## src/rtl/serial_port.sv

```systemverilog
// Memory-mapped UART device: CPU writes feed an 8N1 transmitter through a TX FIFO,
// received bytes land in a one-byte holding register with status flags for polling.
//
// state   | meaning (same encoding for the TX and RX machines)
// S_IDLE  | line idle; TX waits for FIFO data, RX waits for a falling edge
// S_START | start bit; RX re-checks the line at mid-bit to reject glitches
// S_DATA  | 8 data bits, LSB first
// S_STOP  | stop bit; RX commits the byte at mid-bit if the line is high
module serial_port #(
    parameter logic [7:0] BASE_ADDR    = 8'h00,
    parameter int         CLKS_PER_BIT = 16,
    parameter int         FIFO_DEPTH   = 8
) (
    input  logic        clk,
    input  logic        reset_bar,
    input  logic [7:0]  addr,
    input  logic [15:0] bus_in,
    input  logic        DI,
    input  logic        DO,
    output logic [15:0] bus_out,
    output logic        oe,
    output logic        tx,
    input  logic        rx
);
    localparam int PW = $clog2(FIFO_DEPTH);
    localparam int TW = $clog2(CLKS_PER_BIT);
    localparam logic [TW-1:0] BIT_LAST  = TW'(CLKS_PER_BIT - 1);
    localparam logic [TW-1:0] HALF_LAST = TW'(CLKS_PER_BIT / 2 - 1);
    localparam logic [PW:0]   FULL_CNT  = (PW + 1)'(FIFO_DEPTH);

    typedef enum logic [1:0] {S_IDLE, S_START, S_DATA, S_STOP} state_t;

    logic sel_data, sel_stat, rd_data, rd_stat, wr_data, wr_stat;
    logic unused_bus;

    assign sel_data   = (addr == BASE_ADDR);
    assign sel_stat   = (addr == BASE_ADDR + 8'd1);
    assign rd_data    = DO & sel_data;
    assign rd_stat    = DO & sel_stat;
    // A simultaneous read wins; the write half of the cycle is discarded.
    assign wr_data    = DI & ~DO & sel_data;
    assign wr_stat    = DI & ~DO & sel_stat;
    assign unused_bus = ^bus_in[15:8];

    // ---------------- TX FIFO ----------------
    logic [7:0]  fifo_mem [FIFO_DEPTH];
    logic [PW:0] wr_ptr, rd_ptr, fifo_count;
    logic        tx_full, tx_empty, push, tx_pop, tx_idle;

    assign fifo_count = wr_ptr - rd_ptr;
    assign tx_full    = (fifo_count == FULL_CNT);
    assign tx_empty   = (wr_ptr == rd_ptr);
    assign push       = wr_data & ~tx_full;

    always_ff @(posedge clk) begin
        if (push) fifo_mem[wr_ptr[PW-1:0]] <= bus_in[7:0];
    end

    always_ff @(posedge clk or negedge reset_bar) begin
        if (!reset_bar) begin
            wr_ptr <= '0;
            rd_ptr <= '0;
        end else begin
            if (push)   wr_ptr <= wr_ptr + 1'b1;
            if (tx_pop) rd_ptr <= rd_ptr + 1'b1;
        end
    end

    // ---------------- TX FSM ----------------
    state_t          tx_state, tx_state_nx;
    logic [TW-1:0]   tx_cnt;
    logic [2:0]      tx_idx;
    logic [7:0]      tx_shift;
    logic            tx_tick;

    assign tx_tick = (tx_cnt == BIT_LAST);

    always_ff @(posedge clk or negedge reset_bar) begin
        if (!reset_bar) tx_state <= S_IDLE;
        else            tx_state <= tx_state_nx;
    end

    always_comb begin
        tx_state_nx = tx_state;
        tx_pop      = 1'b0;
        case (tx_state)
            S_IDLE:  if (!tx_empty) begin
                         tx_state_nx = S_START;
                         tx_pop      = 1'b1;
                     end
            S_START: if (tx_tick) tx_state_nx = S_DATA;
            S_DATA:  if (tx_tick && tx_idx == 3'd7) tx_state_nx = S_STOP;
            S_STOP:  if (tx_tick) begin
                         // Chain straight into the next start bit when data is waiting.
                         tx_state_nx = tx_empty ? S_IDLE : S_START;
                         tx_pop      = ~tx_empty;
                     end
            default: tx_state_nx = S_IDLE;
        endcase
    end

    always_ff @(posedge clk or negedge reset_bar) begin
        if (!reset_bar) begin
            tx_cnt   <= '0;
            tx_idx   <= '0;
            tx_shift <= '0;
        end else begin
            if (tx_state == S_IDLE || tx_tick) tx_cnt <= '0;
            else                               tx_cnt <= tx_cnt + 1'b1;
            if (tx_pop) begin
                tx_shift <= fifo_mem[rd_ptr[PW-1:0]];
                tx_idx   <= '0;
            end else if (tx_state == S_DATA && tx_tick) begin
                tx_idx <= tx_idx + 1'b1;
            end
        end
    end

    always_comb begin
        case (tx_state)
            S_START: tx = 1'b0;
            S_DATA:  tx = tx_shift[tx_idx];
            default: tx = 1'b1;
        endcase
    end

    assign tx_idle = tx_empty & (tx_state == S_IDLE);

    // ---------------- RX ----------------
    logic            rx_meta, rx_s, rx_prev;
    state_t          rx_state, rx_state_nx;
    logic [TW-1:0]   rx_cnt;
    logic [2:0]      rx_idx;
    logic [7:0]      rx_shift, rx_byte;
    logic            rx_tick, rx_half, rx_commit, rx_valid, overrun;

    assign rx_tick = (rx_cnt == BIT_LAST);
    assign rx_half = (rx_cnt == HALF_LAST);

    always_ff @(posedge clk or negedge reset_bar) begin
        if (!reset_bar) begin
            rx_meta  <= 1'b1;
            rx_s     <= 1'b1;
            rx_prev  <= 1'b1;
            rx_state <= S_IDLE;
        end else begin
            rx_meta  <= rx;
            rx_s     <= rx_meta;
            rx_prev  <= rx_s;
            rx_state <= rx_state_nx;
        end
    end

    always_comb begin
        rx_state_nx = rx_state;
        case (rx_state)
            S_IDLE:  if (rx_prev && !rx_s) rx_state_nx = S_START;
            S_START: if (rx_half) rx_state_nx = rx_s ? S_IDLE : S_DATA;
            S_DATA:  if (rx_tick && rx_idx == 3'd7) rx_state_nx = S_STOP;
            S_STOP:  if (rx_tick) rx_state_nx = S_IDLE;
            default: rx_state_nx = S_IDLE;
        endcase
    end

    assign rx_commit = (rx_state == S_STOP) & rx_tick & rx_s;

    always_ff @(posedge clk or negedge reset_bar) begin
        if (!reset_bar) begin
            rx_cnt   <= '0;
            rx_idx   <= '0;
            rx_shift <= '0;
            rx_byte  <= '0;
            rx_valid <= 1'b0;
            overrun  <= 1'b0;
        end else begin
            if (rx_state == S_IDLE || rx_state_nx != rx_state || rx_tick) rx_cnt <= '0;
            else                                                          rx_cnt <= rx_cnt + 1'b1;
            if (rx_state == S_START) begin
                rx_idx <= '0;
            end else if (rx_state == S_DATA && rx_tick) begin
                rx_shift <= {rx_s, rx_shift[7:1]};
                rx_idx   <= rx_idx + 1'b1;
            end
            if (rx_commit && (!rx_valid || rd_data)) begin
                rx_byte  <= rx_shift;
                rx_valid <= 1'b1;
            end else if (rd_data) begin
                rx_valid <= 1'b0;
            end
            if (rx_commit && rx_valid && !rd_data) overrun <= 1'b1;
            else if (wr_stat && bus_in[3])         overrun <= 1'b0;
        end
    end

    // ---------------- read mux ----------------
    always_comb begin
        bus_out = '0;
        if (rd_data)      bus_out = {8'h00, rx_byte};
        else if (rd_stat) bus_out = {12'h000, overrun, tx_idle, tx_full, rx_valid};
    end

    assign oe = rd_data | rd_stat;

endmodule

```

## config.mk

```make
export PLATFORM = sky130hd
export DESIGN_NAME = serial_port
export DESIGN_NICKNAME = d
export VERILOG_FILES = /design/src/rtl/serial_port.sv
export SDC_FILE = /design/constraint.sdc
export NUM_CORES = 1
export LEC_CHECK = 0
export CAP_MARGIN = 20
export CORE_ASPECT_RATIO = 0.9
export CORE_MARGIN = 8
export CORE_UTILIZATION = 45
export DETAILED_ROUTE_END_ITERATION = 12
export MAX_ROUTING_LAYER = met4
export SYNTH_ARGS = -nofsm -noshare
export SYNTH_HDL_FRONTEND = slang
export SYNTH_SLANG_ARGS = --single-unit
```

## constraint.sdc

```tcl
create_clock -name clk -period 5.05 [get_ports clk]
set_input_delay 1.2625 -clock clk [delete_from_list [all_inputs] [get_ports clk]]
set_output_delay 1.2625 -clock clk [all_outputs]
set_load 0.03 [all_outputs]
```

Word level (Yosys, flattened, before mapping)
Memory sizes are Yosys's and may differ from the RTL's. A register that Yosys moved wholly into a read port is not among the register bits.
Index checks and enable logic that the tools add are counted.
- memories kept: 1
- input port bits: 29
- flip-flop bits (word level): 47
- output and inout port bits: 18
- bits in writable memories: 64
- muxes and demuxes: 32
- reductions and logical operators: 26
- magnitude comparators: 1
- bitwise operators: 14
- equal/unequal tests: 19
- add/subtract/negate cells: 7
- memories (name ; depth ; bits a word ; rd ports ; clocked after Yosys merged registers in ; write ports ; RTL line ; RTL):
    fifo_mem ; 8 ; 8 ; 1 ; 1 ; 1 ; 46 ; logic [7:0] fifo_mem [FIFO_DEPTH];
- operators with widths (cell ; count):
    $mux 2 ; 9
    $add 4x1->4 const B ; 4
    $pmux 2 s4 ; 2
    $eq 4x4->1 const B ; 3
    $mux 3 ; 4
    $mux 4 ; 3
    $mux 1 ; 10
    $and 1x1->1 ; 9
    $logic_and 1x1->1 ; 9
    $eq 2x2->1 const B ; 4
    $eq 8x1->1 const B ; 1
    $logic_not 8->1 ; 1
    $mux 8 ; 1
    $ne 2x2->1 const B ; 4
    $reduce_bool 2->1 ; 4
    $add 3x1->3 const B ; 2
    $eq 3x3->1 const B ; 2
    $eq 2x1->1 const B ; 2
    $eq 4x3->1 const B ; 1
    $eq 4x4->1 ; 1
    $logic_not 1->1 ; 4
    $logic_not 2->1 ; 2
    $logic_or 1x1->1 ; 4
    $lt 3x4->1 const B ; 1
    8 further kinds ; 12

Depth between registers and ports, before layout
- depth after elaboration: 8
- depth in mapped cells: 10
- depth with buffers taken out: 7

Worst setup path before layout
Ideal clock, no wire load.
- path kind: register -> output
- start: register rd_ptr[1]
- end: output bus_out[1]
- data required time: 3.788 ns
- slack: 1.201 ns
- path buffers: 2
- data arrival time: 2.586 ns
- cell stages (with the launch flop): 10
- cell sequence: dfrtp_1 > clkbuf_1 > clkbuf_1 > inv_1 > ha_1 > nor2b_1 > or4_1 > a21oi_2 > mux2i_1 > nor2_1
- cells in the longest elaborated chain, start to end: 4
- ends and longest elaborated chain (element ; RTL line ; RTL):
    start, declared ; 47 ; logic [PW:0] wr_ptr, rd_ptr, fifo_count;
    start signal, assigned ; 65 ; if (tx_pop) rd_ptr <= rd_ptr + 1'b1;
    $sub 4x4->4 ; 50 ; assign fifo_count = wr_ptr - rd_ptr;
    $eq 4x4->1 ; 51 ; assign tx_full = (fifo_count == FULL_CNT);
    $mux 4 ; 199 ; else if (rd_stat) bus_out = {12'h000, overrun, tx_idle, tx_full, rx_valid};
    $mux 8 ; 198 ; if (rd_data) bus_out = {8'h00, rx_byte};
    end, declared ; 20 ; output logic [15:0] bus_out,
Every way passes these cells.

Worst setup path after layout
- start: register rd_ptr[2]
- end: output bus_out[1]
Same word-level chain as after synthesis.

==> results_dict.tcl <==
set metrics [dict create \
    syn_inst 358 \
    drt_iter0_drc 150 \
    hold_viol 0 \
    dieWidth_um 128.9 \
    post-place-ws_ps 495.6 \
    r2r_cells 8 \
    power.leakage_nw 2.451 \
    clock-sinks 119 \
    drc 0 \
    async_flop_share 0.4622 \
    crit_arrival_ps 3490 \
    first_pass_iters 4 \
    synth_warnings 0 \
    p_per_area_mw_per_mm2 370.4 \
    fmax_mhz 210.3 \
    vdd_ir_drop_max_v 0.0002776 \
    min_period_ps 4756 \
    tns_ps 0 \
    floorplan.initialDensity 0.4568 \
    maxCapViolCount 0 \
    start_kind "flop" \
    cts_setup_buffers 0 \
    dr_total_vias 2912 \
    cts-root-buf "clkbuf_16" \
    synth_edf_count 64 \
    required_ps 3790 \
    via_per_inst 5.064 \
    hold_class "reg2reg" \
    crit_fanout 11 \
    ant_nets 0 \
    cp-end-kind "output port" \
    setup_viol 0 \
    outcome "finished clean" \
    r2r-start "rd_ptr[2]" \
    slew_headroom 0.3067 \
    hpwl_um 6341 \
    hold_end "rx_s" \
    skew_ps 6.468 \
    track_usage 0.1404 \
    port_buffers 30 \
    ios 47 \
    whs_path_depth 0 \
    layout.nets 450 \
    drive_above_1_share 0.2124 \
    rows 37 \
    synth_top_flop_cell "edfxtp_1" \
    areaGrowthSynthToFinish_pct 20.30 \
    cpMaxStageDelayCell "clkdlybuf4s50_1" \
    die-area_sq_mm 0.01515 \
    critical_path_class "reg2out" \
    tightest_slew_ps 1036 \
    htreeDepth 4 \
    cts-hold-fix-buffers 0 \
    grt_antenna_before_repair 0 \
    post_cts_resize_count 0 \
    crit_chain "clkinv_1, ha_1, xor3_1, or4_1, a21oi_2, mux2i_1, nor2_1, clkdlybuf4s50_1" \
    multi_input_area_sq_mm 0.001720 \
    ys_ff_latch 119 \
    grt_overflow_total 0 \
    antennaDiodeCount 0 \
    r2r_slack_ps 1730 \
    fin_ws_ps 294.1 \
    drt_wl_total_um 9406 \
    numCtsBuffers 17 \
    grt_setup_unrepaired "no" \
    cp_slowest_stage_delay_ps 680 \
    fill_cells 944 \
    path_clk_slew_ps 50 \
    finalWeightedCongestion 0.7287 \
    min-delay-start "rx_meta" \
    die_h_um 117.6 \
    cts_tree "yes" \
    wl_per_cell_um 16.36 \
    ys_types 46 \
    netlist_area_sq_mm 0.005160 \
    grt_max_degree 56 \
    cts.path.max_buffers 2 \
    register_area_sq_mm 0.003302 \
    timing.rr.end "fifo_mem[5][6]" \
    maxSlewViolCount 0 \
    yosysSeqAreaShare 0.6399 \
    grt_pass1_vias 2998 \
    period_share 0.9418 \
    grt_pass1_wl_um 15510 \
    avgSynthCellArea_sq_um 14.41 \
    clkLatencyLatePin_ps 410 \
    core-area_sq_mm 0.01130 \
]
cell type report:
class / instances / share of cell area
Clock buffer: 19 / 0.06974
Clock inverter: 13 / 0.01734
Inverter: 11 / 0.006652
Multi-Input combinational cell: 212 / 0.2772
Sequential cell: 119 / 0.5319
Tap cell: 156 / 0.03145
Timing Repair Buffer: 45 / 0.06571
sequential cells by signal, indices dropped and copies added (netlist names):
register	cells
rd_ptr	4
rx_byte	8
rx_state	2
rx_valid	1
tx_cnt	4
rx_prev	1
rx_cnt	4
tx_idx	3
rx_shift	8
wr_ptr	4
tx_shift	8
fifo_mem	64
tx_state	2
rx_idx	3
overrun	1
rx_s	1
rx_meta	1
worst max path at each step:
stage	startpoint	cells past startpoint	slack (ps)	to
floorplan	rd_ptr[1]	9	1200	bus_out[1]
CTS	rd_ptr[2]	8	230	bus_out[1]
detailed placement	addr[4]	6	500	bus_out[6]
global placement	addr[4]	6	530	bus_out[7]
global route	rd_ptr[2]	8	130	bus_out[1]
finish	rd_ptr[2]	8	290	bus_out[1]
layer usage:
metal / global-route usage / vias up / part of all wire
met5: - / - / 0
met2: 0.2092 / 46 / 0.49
met3: 0.04484 / 16 / 0.044
met1: 0.1707 / 1446 / 0.45
li1: - / 1404 / -
met4: 0.06383 / 0 / 0.016
synth_stat cells, types with 2 or more instances:
cell      count  share of area
nand2_1      34          0.025
xnor2_1       6          0.010
nor2_1       26          0.019
and2_1        4         0.0048
nand2b_1      3         0.0036
nand4_1       2         0.0024
dfstp_2       3          0.015
edfxtp_1     64           0.37
nor4_1        7         0.0085
and3_1        2         0.0024
a21oi_1       9         0.0087
mux2_2       17          0.037
buf_4         8          0.012
buf_2         3         0.0029
mux2i_1       8          0.016
nand3_1       6         0.0058
clkbuf_1     11         0.0080
ha_1         15          0.036
dfrtp_1      52           0.25
xor2_1        5         0.0085
inv_1        10         0.0073
mux4_2       18          0.079
o21ai_0       8         0.0078
nand4b_1      2         0.0034
nor2b_1       2         0.0024
nor3_1        5         0.0048
a31oi_1       8         0.0097
nor4b_1       2         0.0034
placed cells by master (no fill, tap or decap), drive strengths merged, types with 9 or more instances in the layout:
master         netlist  layout
clkbuf              11      19
a21oi               10      10
mux4                18      18
inv                 10      11
clkdlybuf4s50        0      29
nand2               34      34
edfxtp              64      64
ha                  15      15
nor2                26      26
buf                 12      16
clkinv               1       9
mux2                18      18
dfrtp               52      52
critical path, delay by kind of cell, from the launching register on:
family / cells / cell delay, ps
xor+xnor: 1 / 180
fa+ha+maj: 1 / 310
buf+inv: 2 / 1060
compound gates: 1 / 230
flops: 1 / 580
simple gates: 2 / 600
mux: 1 / 120
power breakdown:
group	leakage (nW)	total, mW	switching, mW	internal [mW]
combinational	0.915	0.122	0.0655	0.0562
clock	0.260	1.08	0.414	0.670
sequential	1.28	1.09	0.0371	1.06
total	2.45	2.30	0.516	1.78
stage by stage:
stage               total power, mW  area [sq um]  instances  utilization  hold slack [ps]
finish                        2.299          6207        575       0.5495            359.4
global route                  2.398          6207        575       0.5495            360.7
detailed placement            1.234          5667        543       0.5017            348.2
floorplan                     1.190          5186        365            -            345.2
global placement              1.229          5667        543       0.5017            347.7
CTS                           2.330          6207        575       0.5495            360.6
cells by family (layout without fill, tap and decap cells):
family          after synthesis  after routing  synth area share
flops                       119            119            0.6399
simple gates                101            101           0.09505
mux                          44             44            0.1341
buf+inv                      34             88           0.03273
compound gates               32             32           0.03783
fa+ha+maj                    15             15           0.03637
xor+xnor                     12             12           0.02328
other cells                   1              8         0.0007268
No activity file was read; power rests on OpenSTA's default activity.
